$ cat src/rtl/bp_core_lce_req_arb.sv
// bp_core_lce_req_arb
// Merges the I$ (index 0) and D$ (index 1) LCE request streams into one
// network request stream through a single-entry output buffer, using a
// round-robin arbiter with a 1-bit last-grant pointer.
//
// Optional feature: define BP_LCE_REQ_ARB_CREDIT_EN to enable the outstanding
// request credit counter. Without it, credits_full_o is tied low,
// credits_empty_o reflects an empty buffer, and credit_return_i is ignored.
//
// Handshake semantics (valid/ready on every interface):
//   - A beat moves only in a cycle where valid and ready are both high.
//   - Input side: lce_req_ready_o[i] is asserted only for the arbitration
//     winner; it never depends on the losing requester's valid.
//   - Output side: lce_req_v_o, lce_req_o and lce_req_src_o stay stable
//     until lce_req_ready_i accepts the beat.
module bp_core_lce_req_arb #(
  parameter int req_width_p = 64,
  parameter int credits_p   = 8
) (
  input  logic                         clk_i,
  input  logic                         reset_i,
  input  logic [1:0][req_width_p-1:0]  lce_req_i,
  input  logic [1:0]                   lce_req_v_i,
  output logic [1:0]                   lce_req_ready_o,
  output logic [req_width_p-1:0]       lce_req_o,
  output logic                         lce_req_v_o,
  input  logic                         lce_req_ready_i,
  output logic                         lce_req_src_o,
  input  logic                         credit_return_i,
  output logic                         credits_full_o,
  output logic                         credits_empty_o
);

  typedef enum logic {
    E_EMPTY = 1'b0,
    E_FULL  = 1'b1
  } buf_state_e;

  buf_state_e             state_q, state_d;
  logic                   ptr_q, ptr_d;
  logic [req_width_p-1:0] data_q;
  logic                   src_q;

  logic       credit_block;
  logic       send;
  logic       can_accept;
  logic       grant0, grant1;
  logic       xfer;
  logic       xfer_src;

  // Network side: the buffer is offered only when it holds a request and
  // the credit pool is not exhausted; reset forces everything quiet.
  assign lce_req_v_o   = (state_q == E_FULL) & ~credit_block & ~reset_i;
  assign lce_req_o     = data_q;
  assign lce_req_src_o = src_q;
  assign send          = lce_req_v_o & lce_req_ready_i;

  // The buffer can take a new request if it is empty or is draining now.
  assign can_accept = ~reset_i & ((state_q == E_EMPTY) | send);

  // Round robin: the requester opposite the last grant wins a tie. Each
  // grant depends on its own valid and only on the other valid when the
  // other requester has priority.
  assign grant0 = lce_req_v_i[0] & (ptr_q  | ~lce_req_v_i[1]);
  assign grant1 = lce_req_v_i[1] & (~ptr_q | ~lce_req_v_i[0]);

  assign lce_req_ready_o = {grant1, grant0} & {2{can_accept}};
  assign xfer            = |lce_req_ready_o;
  assign xfer_src        = lce_req_ready_o[1];

  // Next-state for the buffer FSM and the last-grant pointer.
  always_comb begin
    state_d = state_q;
    ptr_d   = ptr_q;
    if (xfer) begin
      ptr_d = xfer_src;
    end
    case (state_q)
      E_EMPTY: if (xfer)          state_d = E_FULL;
      E_FULL:  if (send && !xfer) state_d = E_EMPTY;
      default:                    state_d = E_EMPTY;
    endcase
  end

  // Buffer FSM, pointer and held packet; reset discards any held request.
  always_ff @(posedge clk_i) begin
    if (reset_i) begin
      state_q <= E_EMPTY;
      ptr_q   <= 1'b1;
      data_q  <= '0;
      src_q   <= 1'b0;
    end else begin
      state_q <= state_d;
      ptr_q   <= ptr_d;
      if (xfer) begin
        data_q <= lce_req_i[xfer_src];
        src_q  <= xfer_src;
      end
    end
  end

`ifdef BP_LCE_REQ_ARB_CREDIT_EN
  localparam int cnt_w_lp = $clog2(credits_p + 1);
  localparam logic [cnt_w_lp-1:0] credits_lp = cnt_w_lp'(credits_p);

  logic [cnt_w_lp-1:0] cnt_q, cnt_d;

  assign credit_block    = (cnt_q == credits_lp);
  assign credits_full_o  = credit_block & ~reset_i;
  assign credits_empty_o = reset_i | ((cnt_q == '0) & (state_q == E_EMPTY));

  // Outstanding count: a send and a return in one cycle cancel; a return
  // with nothing outstanding is dropped so the count never wraps. A send
  // cannot happen while the count is at the limit.
  always_comb begin
    cnt_d = cnt_q;
    if (send && !credit_return_i) begin
      cnt_d = cnt_q + 1'b1;
    end else if (!send && credit_return_i && (cnt_q != '0)) begin
      cnt_d = cnt_q - 1'b1;
    end
  end

  // Outstanding counter register.
  always_ff @(posedge clk_i) begin
    if (reset_i) begin
      cnt_q <= '0;
    end else begin
      cnt_q <= cnt_d;
    end
  end
`else
  logic unused_credit_return;

  assign unused_credit_return = credit_return_i;
  assign credit_block         = 1'b0;
  assign credits_full_o       = 1'b0;
  assign credits_empty_o      = reset_i | (state_q == E_EMPTY);
`endif

endmodule

$ cat config.mk
export PLATFORM = sky130hd
export DESIGN_NAME = bp_core_lce_req_arb
export DESIGN_NICKNAME = d
export VERILOG_FILES = /design/src/rtl/bp_core_lce_req_arb.sv
export SDC_FILE = /design/constraint.sdc
export NUM_CORES = 1
export LEC_CHECK = 0
export BUFFER_PORTS_ARGS = -buffer_cell sky130_fd_sc_hd__buf_4
export CORE_AREA = 4 4 103 105
export DETAILED_ROUTE_END_ITERATION = 8
export DIE_AREA = 0 0 107 109
export GPL_ROUTABILITY_DRIVEN = 0
export PLACE_DENSITY = 0.76
export SLEW_MARGIN = 25
export SYNTH_ARGS = -nofsm -noshare
export SYNTH_HDL_FRONTEND = slang
export SYNTH_SLANG_ARGS = --single-unit
$ cat constraint.sdc
create_clock -name clk_i -period 1.65 [get_ports clk_i]
set_clock_uncertainty 0.05 [all_clocks]
set_input_delay 0.33 -clock clk_i [delete_from_list [all_inputs] [get_ports clk_i]]
set_output_delay 0.33 -clock clk_i [all_outputs]
set_load 0.01 [all_outputs]
==> Word level (Yosys, flattened, before mapping) <==
Index checks and enable logic that the tools add are counted.
{ "totals": {"reg_bits": 67, "input_bits": 134, "output_inout_bits": 70, "word_cells": 28} }
{ "classes": {"order_cmp": 1, "n_mux": 5, "bitwise_logic": 15, "reduce_logical": 3} }
{ "ops": {"columns": ["op", "n"], "rows": [
  ["two-way mux 64 bit", 2],
  ["AND 1 bit", 5],
  ["NOT 1 bit", 5],
  ["bitwise OR 1 bit", 4],
  ["AND 2 bit", 1],
  ["less-than comparator 1 x 2 -> 1 bit, second input constant", 1],
  ["two-way mux 1 bit", 2],
  ["one-hot mux 1 bit (2 select lines)", 1],
  ["OR reduction 2 bit", 1],
  ["logical AND 1 bit", 1],
  ["zero test 1 bit", 1]
]} }

==> Depth between registers and ports, before layout <==
{ "depth": {"word_depth": 11, "depth_mapped": 6} }

==> Worst setup path before layout <==
No wires, ideal clock.
{ "synth_path": {"path_type": "in2out", "start": "in reset_i", "end": "out credits_empty_o", "arrival_time_ps": 1127, "required_ps": 1270, "path_slack_ps": 143, "cell_stages": 5, "path_buffers": 3, "path_cell_list": "buf_4 > buf_4 > buf_2 > nor2b_1 > inv_1"} }
{ "synth_via": {"elab_chain_cells": 1} }
{ "synth_rtl": {"columns": ["item", "line_no", "source"], "rows": [
  ["start: declaration", "21", "input logic reset_i,"],
  ["bitwise OR 1 bit", "138", "assign credits_empty_o = reset_i | (state_q == E_EMPTY);"],
  ["end: declaration", "31", "output logic credits_empty_o"]
]} }
Every way passes these cells.

==> Final worst setup path <==
{ "layout_path": {"start": "reg ptr_q", "end": "out lce_req_ready_o[0]"} }
{ "layout_via": {"elab_chain_cells": 3} }
{ "layout_rtl": {"columns": ["item", "line_no", "source"], "rows": [
  ["start: declaration", "40", "logic ptr_q, ptr_d;"],
  ["start signal: assignment", "94", "ptr_q <= ptr_d;"],
  ["bitwise OR 1 bit", "64", "assign grant0 = lce_req_v_i[0] & (ptr_q | ~lce_req_v_i[1]);"],
  ["AND 1 bit", "64", null],
  ["AND 2 bit", "67", "assign lce_req_ready_o = {grant1, grant0} & {2{can_accept}};"],
  ["end: declaration", "24", "output logic [1:0] lce_req_ready_o,"]
]} }
Every way passes these cells.

==> results.md <==
* Multi-input combinational cell area at about 2000 um^2
* Synthesized-area fraction occupied by adder cells at 0%
* Wl on met1 at roughly 5800 um
* P&R area growth vs syn at 46.8%
* Share of layout cells above drive strength 1 at between 40% and 50%
* Post-Synth Simple-Gate Area at 11.7%
* CP top delay family: flip-flops
* CTS Root Cell: clkbuf_8
* Worst Hold Path Cells at 3
* Hold_ws at 224 ps
* Vias in the first global route at 4189
* Worst vdd rail ir drop at 363 uV
* Post-synthesis mux area share at 0%
* First-pass GRT wire length at about 21000 um
* Crit path capture type: output pin
* I/O Pins at approximately 200
* Max Used Layer: met4
* CP max stage delay at about 380 ps
* Port bufs at between 200 and 250
* Yosys cell types at 24
* Vias at 4487
* Grt ovf at 0
* Status: finished clean
* Sequential cell area fraction in the yosys report at about a third
* Antenna violations before repair at 0
* Post-synth top area share at 35.2%
* Syn_nets at 555
* Slew HR at 65.3%
* Pre-Repair DR Iteration Count at 5
* Reg area at roughly 1300 um^2
* RSZ-0062 raised after global routing: yes
* DIE HEIGHT at between 100 and 150 um
* Max Freq at between 0.6 and 0.7 GHz
* Hold-fix buffers at CTS at 0
* Tmin final at approximately 1600 ps
* Buf+Inv Stages, Crit Path at 2
* Worst min path class: in2reg
* Area of the core at just under 10000 um^2
* Die Width at 107 um
* Post-Place Setup Slack at between 5 and 6 ps
* Post-Synth XOR/XNOR Area at 0%
* Pwr/cell area at between 800 and 900 nW/um^2
* Die ar. at ~12000 um^2
* Setup WS post-layout at between 5 and 6 ps
* Metal2 WL at 6790 um
* Initial DRC count at between 300 and 400
* Clk sink count at 67
* CP Data Arrival Time at approximately 1300 ps
* Hold Crit Start: lce_req_i[37]
* Largest net degree at the start of global routing at 62
* Synth area leader: dfxtp_1
* Part of the cycle the worst path needs at roughly 100%
* Post-route ant nets at 0
* Initial core utilization at about two fifths
* CP Launch Type: flop
* DP HPWL at between 9000 and 10000 um
* Slew Limit Fails at 0
* Setup total negative slack at 0 ps
* Crit path cell chain: inv_4 > a2111oi_4 > buf_4
* Leakage at 2.19 nW
* Synth area leaders: dfxtp_1 (35%), a311oi_1 (15%), o31ai_1 (13%), a31oi_1 (11%), nand4_1 (11%)
* Synth Register Bits at 67
* Crit path max-delay cell type: dfxtp_4
* Critical path class: reg2out
* Final setup violation count at 0
* Routed wl met3 at around 1200 um
* Largest family of logic cells by synthesized area: compound AO/OA/AOI/OAI gates
* Total GRT Usage at between 20% and 30%
* # nets final at 715
* R2R Path Start: state_q$_SDFF_PP0_
* Average wire per standard cell at around 20 um
* Cell count after synthesis at approximately 420
* Worst setup startpoint: ptr_q$_SDFFE_PP1P_
* Critical Path Fanout Max at 3
* Fillers at about 890
* Slew @ Worst Pin at 520 ps
* CTS tree: done
* CTS HTree Levels at 3
* DR vias/cell at around 6.2
* Num rows at 36
* CTS buffer count at 9
* CTS Buffer Depth at 2
* CTS clk-pin slew, worst paths at roughly 80 ps
* Clk_lat worst skew at about 330 ps
* Power, Total at between 0.004 and 0.005 W
* Max-Cap Viols at 0
* Syn Area/Cell at approximately 9.1 um^2
* Complex-gate fraction of the synthesized area at 39.7%
* WP data required at between 1000 and 1500 ps
* # DRC at 0
* Final wirelength at between 10000 and 15000 um
* Antenna cells at 0
* Cell Area, Synth at 3810 um^2
* Final Hold Vio Count at 0
* Synth warnings at 0
* Worst R2R Path Depth at 5
* Levels on crit path at 3
==> power breakdown <==
group | internal (W) | switching [W]
registers | 0.00175 | 0.0000812
clock network | 0.000770 | 0.000632
logic | 0.000639 | 0.000634
total | 0.00316 | 0.00135
==> repair_timing <==
action,4_1_cts,5_1_grt
setup endpoints to repair,2,51
pin swaps,1,2
buffers inserted,3,1
resized for setup,3,5
cloned,0,1
==> cells in the mapped netlist <==
cell type and number:
a2111oi_4 1, a21bo_2 1, a21boi_2 1, a311oi_1 64
a31oi_1 64, and3_1 1, buf_2 39, buf_4 10
buf_6 14, clkbuf_1 17, conb_1 1, dfxtp_1 67
inv_1 3, inv_2 1, nand2_1 1, nand2b_1 1
nand4_1 64, nor2b_1 2, nor3_2 1, o21a_1 1
o21bai_1 1, o221ai_1 1, o31ai_1 64, or2_1 1
==> worst register-to-register path: cells and delay by family, from the launching register on <==
kind,cells,cell delay (ps)
AOI/OAI and AO/OA,2,410
DFF,1,370
buffers and inverters,2,350
and+or+nand+nor,1,270
==> flip-flops by register name, summed over array words and instances (netlist names) <==
name / flops
ptr_q: 1
state_q: 1
lce_req_o: 64
lce_req_src_o: 1
==> path summary, 6_finish.rpt <==
path	slack [ps]	end
setup / recovery	6	lce_req_ready_o[0]
hold / removal	220	lce_req_o[37]$_SDFFE_PP0P_
setup reg to reg	100	lce_req_o[19]$_SDFFE_PP0P_
hold reg to reg	420	lce_req_src_o$_SDFFE_PP0P_
==> kinds of logic after synthesis <==
kind of cell           Yosys count
other                            1
AOI/OAI and AO/OA              198
buffers and inverters           84
DFF                             67
and+or+nand+nor                 71
==> layout make-up <==
type / count / area share (%)
clock buffers: 11 / 2.71
clock inverters: 4 / 0.894
inverters: 4 / 0.335
multi-input cells: 270 / 35.6
flip-flops and latches: 67 / 24.1
well taps: 133 / 2.97
repair buffers: 229 / 33.4
==> per-layer routing <==
layer | track usage (%) | vias to the layer above
met5 | 0 | -
li1 | - | 2105
met3 | 5.21 | 18
met4 | 7.31 | 0
met2 | 37.4 | 238
met1 | 28.9 | 2126
==> metrics by stage <==
step / cell area [um^2] / std cells / utilization [%]
4_1_cts: 5550 / 716 / 57.5
5_1_grt: 5600 / 718 / 58.0
3_3_place_gp: 5320 / 698 / 55.2
2_1_floorplan: 3810 / 421 / -
6_report: 5600 / 718 / 58.0
3_5_place_dp: 5320 / 698 / 55.2
==> placed cells by master, fill, tap and decap left out, drive strengths merged, types with 2 or more instances in the layout <==
cell type	count
inv	3
a31oi	64
nand4	64
clkinvlp	2
a311oi	64
clkbuf	12
buf	228
o31ai	64
dfxtp	67
nor2b	2
clkinv	2
Power figures use the tool's default switching activity.
